### src/rtl/uart_byte_rx.sv
// 8N1 UART receiver with mid-bit sampling behind a two-flop synchroniser.
// Good characters present a byte with a one-cycle we; a low stop bit pulses frame_err instead.
module uart_byte_rx #(
   parameter int CLKS_PER_BIT = 234,
   parameter int H            = CLKS_PER_BIT / 2
) (
   input  logic       clock,
   input  logic       reset,
   input  logic       rx,
   output logic [7:0] data,
   output logic       we,
   output logic       frame_err,
   output logic       busy
);
   localparam int            CW        = $clog2(CLKS_PER_BIT);
   localparam logic [CW-1:0] BIT_LAST  = CW'(CLKS_PER_BIT - 1);
   localparam logic [CW-1:0] HALF_LAST = CW'(H - 1);

   typedef enum logic [2:0] {IDLE, START, DATA, STOP, BRK} state_t;

   state_t        state_q, state_d;
   logic          rx_meta_q, rx_meta_d;
   logic          rx_s_q, rx_s_d;
   logic [CW-1:0] cnt_q, cnt_d;
   logic [2:0]    idx_q, idx_d;
   logic [7:0]    sh_q, sh_d;
   logic [7:0]    data_q, data_d;
   logic          we_q, we_d;
   logic          ferr_q, ferr_d;

   always_ff @(posedge clock) begin
      if (reset) begin
         state_q   <= IDLE;
         rx_meta_q <= 1'b1;
         rx_s_q    <= 1'b1;
         cnt_q     <= '0;
         idx_q     <= '0;
         sh_q      <= '0;
         data_q    <= '0;
         we_q      <= 1'b0;
         ferr_q    <= 1'b0;
      end else begin
         state_q   <= state_d;
         rx_meta_q <= rx_meta_d;
         rx_s_q    <= rx_s_d;
         cnt_q     <= cnt_d;
         idx_q     <= idx_d;
         sh_q      <= sh_d;
         data_q    <= data_d;
         we_q      <= we_d;
         ferr_q    <= ferr_d;
      end
   end

   always_comb begin
      state_d   = state_q;
      rx_meta_d = rx;
      rx_s_d    = rx_meta_q;
      cnt_d     = cnt_q + CW'(1);
      idx_d     = idx_q;
      sh_d      = sh_q;
      data_d    = data_q;
      we_d      = 1'b0;
      ferr_d    = 1'b0;
      unique case (state_q)
         IDLE: begin
            cnt_d = '0;
            if (!rx_s_q) state_d = START;
         end
         START: begin
            // A start bit still low at its midpoint is genuine; otherwise it was a glitch.
            if (cnt_q == HALF_LAST) begin
               cnt_d = '0;
               idx_d = '0;
               state_d = rx_s_q ? IDLE : DATA;
            end
         end
         DATA: begin
            if (cnt_q == BIT_LAST) begin
               cnt_d = '0;
               sh_d  = {rx_s_q, sh_q[7:1]};
               if (idx_q == 3'd7) state_d = STOP;
               else               idx_d   = idx_q + 3'd1;
            end
         end
         STOP: begin
            if (cnt_q == BIT_LAST) begin
               cnt_d = '0;
               if (rx_s_q) begin
                  data_d  = sh_q;
                  we_d    = 1'b1;
                  state_d = IDLE;
               end else begin
                  ferr_d  = 1'b1;
                  state_d = BRK;
               end
            end
         end
         BRK: begin
            // Hold off until the line is released so a held-low line cannot retrigger.
            cnt_d = '0;
            if (rx_s_q) state_d = IDLE;
         end
         default: begin
            cnt_d   = '0;
            state_d = IDLE;
         end
      endcase
   end

   assign data      = data_q;
   assign we        = we_q;
   assign frame_err = ferr_q;
   assign busy      = (state_q != IDLE);
endmodule
### config.mk
export PLATFORM = sky130hd
export DESIGN_NAME = uart_byte_rx
export DESIGN_NICKNAME = d
export VERILOG_FILES = /design/src/rtl/uart_byte_rx.sv
export SDC_FILE = /design/constraint.sdc
export NUM_CORES = 1
export LEC_CHECK = 0
export CAP_MARGIN = 10
export CORE_AREA = 2 2 70 45
export DETAILED_ROUTE_END_ITERATION = 12
export DIE_AREA = 0 0 72 47
export PLACE_DENSITY_LB_ADDON = 0.08
export SYNTH_ARGS = -nofsm -noshare
export SYNTH_HDL_FRONTEND = slang
export SYNTH_SLANG_ARGS = --single-unit
### constraint.sdc
create_clock -name clock -period 5.8 [get_ports clock]
set_input_delay 1.16 -clock clock [delete_from_list [all_inputs] [get_ports clock]]
set_output_delay 1.16 -clock clock [all_outputs]
set_load 0.01 [all_outputs]
==> summary.md, run 1 <==
| Metric | Value |
|---|---|
| First-pass GRT wire length | `around 4300 um` |
| Mapped Nets | `156` |
| Fin util | `approximately 60%` |
| CP Cell Sequence | `clkdlybuf4s50_1 > or4_4 > nor2_2` |
| Post-Syn Instances | `roughly 150` |
| Via density | `around 5.1` |
| Ys async rst share | `0%` |
| Worst path bufs/invs | `1` |
| Power Dens Cells | `about 260 mW/mm^2` |
| Iteration-0 DRC count of the detailed router | `38` |
| Slew headroom | `around 36%` |
| Die W | `72 um` |
| FF+latch count, synth | `34` |
| Internal power | `0.342 mW` |
| Crit path max-delay family | `simple AND/OR/NAND/NOR gates` |
| CP endpoint kind | `flip-flop` |
| Clock sink count | `34` |
| FMAX | `between 0.3 and 0.4 GHz` |
| Synth top area share | `47.2%` |
| Synthesized area | `between 0.001 and 0.0015 mm^2` |
| Number of max-cap violations | `0` |
| Yosys cell types | `38` |
| Count of pins over their slew limit | `0` |
| Pin count of the biggest net entering global routing | `29` |
| Overflow after GRT | `0` |
| Root Driver | `clkbuf_8` |
| Crit path launch | `reset` |
| Total die area | `0.00338 mm^2` |
| R2R Path End | `data[5]$_SDFFE_PP0P_` |
| Setup TNS | `0 ns` |
| Routed vias | `between 1,000 and 1,500` |
| Logic pwr share | `under 10%` |
| Setup Viol. Count Final | `0` |
| Min Tclk post-route | `approximately 2.8 ns` |
| Leak pwr | `0.581 nW` |
| GR Util met3 | `under 10%` |
| RSZ-0062 raised after global routing | `false` |
| H-tree depth | `2` |
| Met2 GRT Util | `a little over a quarter` |
| Layout cells sized above 1 | `~14%` |
| Synth area leaders | `dfxtp_1 47%, mux2i_1 11%, nor2_1 4.9%` |
| Clock share of power | `a little under two fifths` |
| Worst Reg-to-Reg Cells | `6` |
| CTS Hold Bufs | `0` |
| Worst-Margin Slew | `0.954 ns` |
| GRT busiest layer | `met2` |
| WL per Instance | `13.2 um` |
| Top-count cell post-synth | `dfxtp_1` |
| Nets@finish | `170` |
| CP Depth | `3` |
| Fillers | `between 200 and 250` |
| Die Ht | `~47 um` |
| Sw frac | `approximately 22%` |
| R2r startpoint | `cnt_q[0]$_SDFF_PP0_` |
| Placer Congestion | `around 0.75` |
| Clock skew | `0.00483 ns` |
| CORE AREA | `approximately 0.0028 mm^2` |
| Largest area contributor in the netlist | `dfxtp_1` |
| CP startpoint kind | `input port` |
| Area grow syn2layout | `15.5%` |
| Post-Route WL | `about 2600 um` |
| Crit path largest cell delay | `roughly 0.9 ns` |
| Post-synth EDFFs | `0` |
| TritonRoute pass-1 iters | `4` |
| Vias in the first global route | `roughly 950` |
| DP HPWL | `around 1900 um` |
| Initial antenna violation count | `0` |
| Peak supply drop | `159 uV` |
| Final period utilization | `approximately half` |
| Yosys warnings | `0` |
| Seq pwr share | `between 50 and 60%` |
| Hold path depth | `1` |
| Top_reg_cell synth | `dfxtp_1` |
| Post-Syn Area per Cell | `roughly 9.7 um^2` |
| Final ANT Viol Nets | `0` |
| Critical path class | `input port to flip-flop` |
| Hold crit path type | `flip-flop to flip-flop` |
| Status | `finished clean` |
| TritonCTS clock tree | `built` |
| Number of port buffers | `13` |
| Gr usage total | `roughly 18%` |
| Fin. Hold Viols | `0` |
| Skew-Pair Late Insertion Delay | `0.28 ns` |
| CTS max path bufs | `2` |
| Post-CTS setup buffer count | `0` |
| Worst Path Max Fanout | `28` |
| Total CTS buffers | `5` |
| Worst EP arrival | `a little over 3 ns` |
| Initial cell density of the core | `between 50% and 60%` |
| Post-CTS Resized | `0` |
| Met1 Track Usage GR | `23.4%` |
| Top Ports | `14` |
| Ant diodes | `0` |
| Crit path to | `cnt_q[7]$_SDFF_PP0_` |
| CTS clk-pin slew, worst paths | `around 0.060 ns` |
| Crit path required time | `6.02 ns` |
| Sequential area share after synthesis | `47.2%` |
| Reg2reg setup slack | `3.47 ns` |
| DRC errors left | `0` |
| Top cells by count, synth | `34 x dfxtp_1, 19 x nor2_1, 16 x mux2i_1` |
| Row count | `15` |
| Sw Pwr | `around 0.097 mW` |
| Slowest-stage cell, CP | `clkdlybuf4s50_1` |
## metal layers
| layer | up-vias | routed length [um] |
|---|---|---|
| li1 | 529 | - |
| met1 | 455 | 1410 |
| met2 | 12 | 1030 |
| met3 | 7 | 90 |
| met4 | 0 | 58 |
| met5 | - | 0 |
## layout make-up
| cell class | count | area, um^2 | area share, % |
|---|---|---|---|
| Timing Repair Buffer | 13 | 130 | 7.81 |
| Inverter | 7 | 26.3 | 1.58 |
| Multi-Input combinational cell | 101 | 704 | 42.3 |
| Clock buffer | 6 | 82.6 | 4.95 |
| Sequential cell | 34 | 681 | 40.8 |
| Tap cell | 34 | 42.5 | 2.55 |
## flip-flops by register name, summed over array words and instances, names as in the netlist
signal / count
sh_q: 8
we: 1
frame_err: 1
idx_q: 3
data: 8
state_q: 3
rx_s_q: 1
cnt_q: 8
rx_meta_q: 1
## kinds of logic after synthesis
kind of cell,Yosys count,synth area share [%]
simple gates,60,22.4
flops,34,47.2
mux,16,11.1
compound gates,14,7.37
buf+inv,13,3.99
xor+xnor,6,3.64
fa+ha+maj,5,4.34
## through the flow
| stage | total power, mW | setup slack [ns] | cells | hold slack [ns] | instance area, um^2 |
|---|---|---|---|---|---|
| 3_3_place_gp | 0.277 | 2.75 | 189 | 0.393 | 1580 |
| 3_5_place_dp | 0.278 | 2.67 | 189 | 0.393 | 1580 |
| 5_1_grt | 0.457 | 2.89 | 195 | 0.413 | 1670 |
| 2_1_floorplan | 0.269 | 3.67 | 148 | 0.389 | 1440 |
| 6_report | 0.439 | 2.99 | 195 | 0.406 | 1670 |
| 4_1_cts | 0.445 | 2.97 | 195 | 0.408 | 1670 |
## cell usage in the layout (no fill, tap or decap), types with 3 or more instances in the layout
master and instances:
a21oi_1 4, and3_1 3, clkbuf_8 6, clkdlybuf4s50_1 13
dfxtp_1 34, ha_1 5, inv_1 7, mux2i_1 16
nand2_1 6, nand3_1 6, nor2_1 19, nor2_2 9
or3_1 3, xor2_1 5
## worst min path at each step
stage                                    start                 to  slack (ns)
after floorplan           rx_meta_q$_SDFF_PP1_  rx_s_q$_SDFF_PP1_        0.39
after global placement    rx_meta_q$_SDFF_PP1_  rx_s_q$_SDFF_PP1_        0.39
after detailed placement  rx_meta_q$_SDFF_PP1_  rx_s_q$_SDFF_PP1_        0.39
after CTS                 rx_meta_q$_SDFF_PP1_  rx_s_q$_SDFF_PP1_        0.41
after global routing      rx_meta_q$_SDFF_PP1_  rx_s_q$_SDFF_PP1_        0.41
final                     rx_meta_q$_SDFF_PP1_  rx_s_q$_SDFF_PP1_        0.41
## power groups by stage
stage	combinational, mW	clock, mW	sequential (mW)
2_1_floorplan	0.0244	0	0.244
3_5_place_dp	0.0322	0	0.245
5_1_grt	0.0363	0.180	0.241
6_report	0.0323	0.166	0.241
4_1_cts	0.0323	0.172	0.240
3_3_place_gp	0.0314	0	0.245
Power figures use the tool's default switching activity.
==> run 2, diff against run 1 <==
- CORE_AREA: 2 2 70 45 -> 2 2 74 48
- DIE_AREA: 0 0 72 47 -> 0 0 76 50
- clock period: 5.8 -> 2.45 ns (I/O delays scaled with it)
==> summary.md, run 2 (synthesis gave the netlist of run 1 again) <==
| Metric | Value |
|---|---|
| Post-Route WL | `2510 um` |
| CORE AREA | `approximately 0.0031 mm^2` |
| Top Ports | `14` |
| Fin. Hold Viols | `0` |
| Worst EP arrival | `~2.3 ns` |
| Status | `finished clean` |
| Worst-Margin Slew | `0.421 ns` |
| Setup Viol. Count Final | `0` |
| Clock sink count | `34` |
| Worst Hold Endpoint | `rx_s_q$_SDFF_PP1_` |
| Total die area | `0.00380 mm^2` |
| Nets@finish | `173` |
| Slew headroom | `between 70% and 80%` |
| Worst Reg-to-Reg Cells | `7` |
| Clock skew | `0.00196 ns` |
| CP Cell Sequence | `inv_1 > ha_1 > nor4bb_1 > and3_1 > o31a_2 > or4_4 > nor2_2` |
| CP endpoint kind | `flip-flop` |
| Total CTS buffers | `5` |
| Worst Path Max Fanout | `8` |
| Final ANT Viol Nets | `0` |
| Worst Setup Slack, final | `around 0.33 ns` |
| Initial cell density of the core | `around 46%` |
| Crit path max-delay family | `simple AND/OR/NAND/NOR gates` |
| Slowest-stage cell, CP | `or4_4` |
| Number of max-cap violations | `0` |
| Hold path depth | `1` |
| CTS max path bufs | `2` |
| Hold crit path type | `flip-flop to flip-flop` |
| CP startpoint kind | `flip-flop` |
| Placed inst area | `0.00162 mm^2` |
| FMAX | `0.472 GHz` |
| Ant diodes | `0` |
| Routed vias | `1,038` |
| DP HPWL | `around 1800 um` |
| Total power draw | `roughly 1.1 mW` |
| Reg2reg setup slack | `0.33 ns` |
| CTS clk-pin slew, worst paths | `0.06 ns` |
| Placer Congestion | `0.870` |
| Via density | `approximately 4.9` |
| Power Dens Cells | `619 mW/mm^2` |
| Hold Startpoint | `rx_meta_q$_SDFF_PP1_` |
| Leak pwr | `approximately 0.6 nW` |
| Overflow after GRT | `0` |
| Die Ht | `50 um` |
| Vias in the first global route | `about 900` |
| Critical path class | `flip-flop to flip-flop` |
| Number of port buffers | `13` |
| Count of pins over their slew limit | `0` |
| Root Driver | `clkbuf_8` |
| Final period utilization | `86.4%` |
| Die W | `around 76 um` |
| Iteration-0 DRC count of the detailed router | `between 40 and 50` |
| Layout cells sized above 1 | `between 10% and 20%` |
| Row count | `16` |
| First-pass GRT wire length | `between 4000 and 5000 um` |
| Gr usage total | `between 10% and 20%` |
| Design area | `between 0.0015 and 0.002 mm^2` |
| Post-CTS Resized | `0` |
| RSZ-0062 raised after global routing | `false` |
| Peak supply drop | `between 400 and 500 uV` |
| Setup TNS | `0 ns` |
| Crit path largest cell delay | `0.59 ns` |
| Pin count of the biggest net entering global routing | `28` |
| Skew-Pair Late Insertion Delay | `~0.28 ns` |
| R2r startpoint | `cnt_q[1]$_SDFF_PP0_` |
| Most common cell after layout, fill and taps aside | `dfxtp_1` |
| H-tree depth | `2` |
| Pre-CTS setup slack | `roughly 0.34 ns` |
| Min Tclk post-route | `2.12 ns` |
| Crit path required time | `roughly 2.7 ns` |
| TritonCTS clock tree | `built` |
| Post-CTS setup buffer count | `0` |
| Commonest non-fill, non-tap cells in the layout | `34 x dfxtp_1, 19 x nor2_1, 16 x mux2i_1, 13 x clkdlybuf4s50_1, 9 x nor2_2` |
| Initial antenna violation count | `0` |
| R2R Path End | `cnt_q[2]$_SDFF_PP0_` |
| CTS Hold Bufs | `0` |
| TritonRoute pass-1 iters | `4` |
| DRC errors left | `0` |
| Worst path bufs/invs | `1` |
| Area grow syn2layout | `18.6%` |
| WL per Instance | `11.9 um` |
run 2: how the worst max path moves through the flow:
stage                         from               endpoint  slack (ns)  cells past startpoint
2_1_floorplan  cnt_q[1]$_SDFF_PP0_    cnt_q[2]$_SDFF_PP0_        0.44                      8
3_3_place_gp   cnt_q[1]$_SDFF_PP0_    cnt_q[6]$_SDFF_PP0_        0.41                      7
3_5_place_dp   cnt_q[1]$_SDFF_PP0_    cnt_q[2]$_SDFF_PP0_        0.34                      7
4_1_cts        cnt_q[1]$_SDFF_PP0_    cnt_q[3]$_SDFF_PP0_        0.33                      7
5_1_grt        cnt_q[0]$_SDFF_PP0_  idx_q[1]$_SDFFE_PP0P_        0.17                      6
6_report       cnt_q[1]$_SDFF_PP0_    cnt_q[2]$_SDFF_PP0_        0.33                      7
run 2: cell type report:
type	count	area, um^2
Fill cell	281	1390
Multi-Input combinational cell	101	704
Sequential cell	34	681
Timing Repair Buffer	16	153
Clock buffer	7	86.3
Tap cell	45	56.3
Inverter	7	26.3
Clock inverter	1	5.00
run 2: metrics by stage:
step	instances	hold slack [ns]	util (%)
finish	211	0.414	55.2
detailed placement	203	0.397	52.2
global route	211	0.436	55.2
global placement	203	0.392	52.2
floorplan	148	0.389	-
CTS	211	0.417	55.2
run 2: power breakdown:
| part | switching [mW] | internal [mW] | leakage [nW] | total (mW) |
|---|---|---|---|---|
| registers | 0.00942 | 0.560 | 0.274 | 0.569 |
| logic | 0.0445 | 0.0339 | 0.279 | 0.0783 |
| clock network | 0.186 | 0.226 | 0.0482 | 0.412 |
run 2: layer usage:
| layer | routed length (um) | global-route usage (%) |
|---|---|---|
| met1 | 1400 | 20.9 |
| met2 | 945 | 19.5 |
| met3 | 124 | 5.49 |
| met4 | 31 | 6.36 |
| met5 | 0 | 0 |
==> RTL edit: new RTL, settings of run 2 <==
Change the parameter `CLKS_PER_BIT` from 234 to 468.
--- a/src/rtl/uart_byte_rx.sv
+++ b/src/rtl/uart_byte_rx.sv
@@ -2,5 +2,5 @@
 // Good characters present a byte with a one-cycle we; a low stop bit pulses frame_err instead.
 module uart_byte_rx #(
-   parameter int CLKS_PER_BIT = 234,
+   parameter int CLKS_PER_BIT = 468,
    parameter int H            = CLKS_PER_BIT / 2
 ) (
Check against the original RTL: same outputs for any inputs over 10 cycles, from zero or initial values and one cycle with reset high; that may be too few to reach the edited logic, so the function may still have changed.
==> RTL edit against run 2 <==
  * Worst setup slack got worse by 0.032 ns
  * Highest routed layer unchanged
  * Design area increased by 5.3%
  * Die area unchanged
  * Synthesized cell count increased by 8.1%
  * Count of clock-buffer cells in the layout unchanged
  * Synthesized area increased by 8.6%
  * Sequential share of layout area decreased by 0.90 points
  * Wire length increased by 13%
  * Global-route usage increased by 2.2 points
  * Sequential cell count increased by 1
Power is not compared: it rests on default switching activity, and its combinational part moved more than twofold at a synthesized area within 25%.
==> RTL edit: results (changes against run 2) <==
status finished clean (unchanged); Largest register FFs 9; most flop-heavy register cnt_q; Pleak 0.000689 uW; top cells by area, synth dfxtp_1, mux2i_1, nand2_1, ha_1, nor2_2 (was dfxtp_1, mux2i_1, nor2_1, ha_1, nor2_2); final WL 2.84 mm (was 2.51 mm); H-tree depth 2 (unchanged); Synth Net Count 167 (was 156); Final HPWL DP 2.00 mm (was 1.83 mm); worst hold path class reg -> reg (unchanged); FF-to-FF setup slack 0.45 ns (was 0.33 ns); critical-path maximum fanout 9 (was 8); number of distinct library cells after synthesis 42 (was 38); total track usage 16.8% (was 14.7%); PortBufs 13 (unchanged); terminus of the critical flop-to-flop path data[5] (was cnt_q[2]); Peak supply drop 0.309 mV; R2R cell count 5 (was 7); clock skew 0.00463 ns (was 0.00196 ns); DRT iter0 DRCs 62 (was 45); highest metal used met4 (unchanged); min-delay src rx_meta_q (unchanged); async set-or-reset flop fraction in the synthesized netlist 0% (unchanged); Via-to-Cell Ratio 5.18 (was 4.92); Clock Path Buffers 2 (unchanged); vias in the first global route 1019 (was 898); fillers 294 (was 281); WL met1 1.51 mm (was 1.40 mm); Commonest cells post-synth dfxtp_1, nand2_1, mux2i_1 (was dfxtp_1, nor2_1, mux2i_1); reg-to-reg critical path startpoint cnt_q[0] (was cnt_q[1]); worst-margin pin slew 0.633 ns (was 0.421 ns); Synth Flop Type dfxtp_1 (unchanged); initial antenna violation count 0 (unchanged); Worst-path clk slew 0.07 ns; Sw Share 21.2%; RePlAce Congestion 0.784 (was 0.870); WL met2 1.13 mm (was 945 microns); register area share after synthesis 44.7% (was 47.2%); Max Cap Viol 0 (unchanged); CTS resizes 0 (unchanged); layout cells sized above 1 15.3% (was 16.3%); first-pass GRT wire length 4.88 mm (was 4.24 mm); routed wl met3 142 microns (was 124 microns); root buf cell clkbuf_8 (unchanged); Total Nets Final 182 (was 173); Hold Path Depth 1 (unchanged); largest net degree at the start of global routing 25 (was 28)
-- RTL edit: cell count changes after synthesis, sizes merged, moves of 3 or more --
cell	delta
nand4b	+3
a21oi	-3
mux2i	+4
inv	-4
nand2	+19
nor2	-8
-- RTL edit: final cells by class --
class / count / area, sq um / share of cell area [%]
clock buffer: 7 / 76.3 / 4.23
clock inverter: 1 / 5.00 / 0.278
inverter: 3 / 11.3 / 0.625
multi-input combinational: 115 / 808 / 44.8
sequential: 35 / 701 / 38.9
tap: 45 / 56.3 / 3.12
timing repair buffer: 15 / 145 / 8.05
-- RTL edit: kinds of logic after synthesis --
logic type	Yosys count	synth area share (%)
compound gates	8	3.59
xor+xnor	7	3.91
fa+ha+maj	4	3.20
buf+inv	10	3.67
flops	35	44.7
mux	20	12.8
simple gates	76	28.1
-- RTL edit: routing by layer --
layer	vias up	global-route usage, %
met1	538	22.4
met2	22	23.4
met5	-	0
met3	7	8.79
li1	577	-
met4	0	5.45
-- RTL edit: worst max-delay path by stage --
| stage | startpoint | endpoint | slack (ns) | depth (start not counted) |
|---|---|---|---|---|
| after detailed placement | cnt_q[0] | data[5] | 0.48 | 5 |
| after CTS | state_q[2] | busy | 0.28 | 2 |
| after floorplan | cnt_q[0] | data[0] | 0.85 | 6 |
| after global placement | cnt_q[0] | data[2] | 0.55 | 5 |
| after global routing | state_q[2] | busy | 0.23 | 2 |
| final | state_q[2] | busy | 0.30 | 2 |
-- RTL edit: power by group through the flow --
stage | registers (uW) | logic (uW) | clock network [uW]
floorplan | 586 | 19.3 | 0
global placement | 587 | 29.0 | 0
detailed placement | 587 | 29.6 | 0
CTS | 574 | 29.7 | 412
global route | 574 | 32.6 | 445
finish | 575 | 29.3 | 390
-- RTL edit: stage by stage --
stage / hold WS (ns) / utilization, % / area, sq um / setup WS [ns] / cells
final: 0.409 / 58.1 / 1800 / 0.300 / 221
after CTS: 0.412 / 58.1 / 1800 / 0.278 / 221
after global routing: 0.422 / 58.1 / 1800 / 0.231 / 221
after floorplan: 0.389 / - / 1570 / 0.853 / 160
after global placement: 0.391 / 55.5 / 1720 / 0.551 / 213
after detailed placement: 0.397 / 55.5 / 1720 / 0.479 / 213
-- RTL edit: worst max-delay path: stages (launching register included) --
cell             delay [ns]
dfxtp_1                0.40
or3_2                  0.49
clkdlybuf4s50_1        0.49
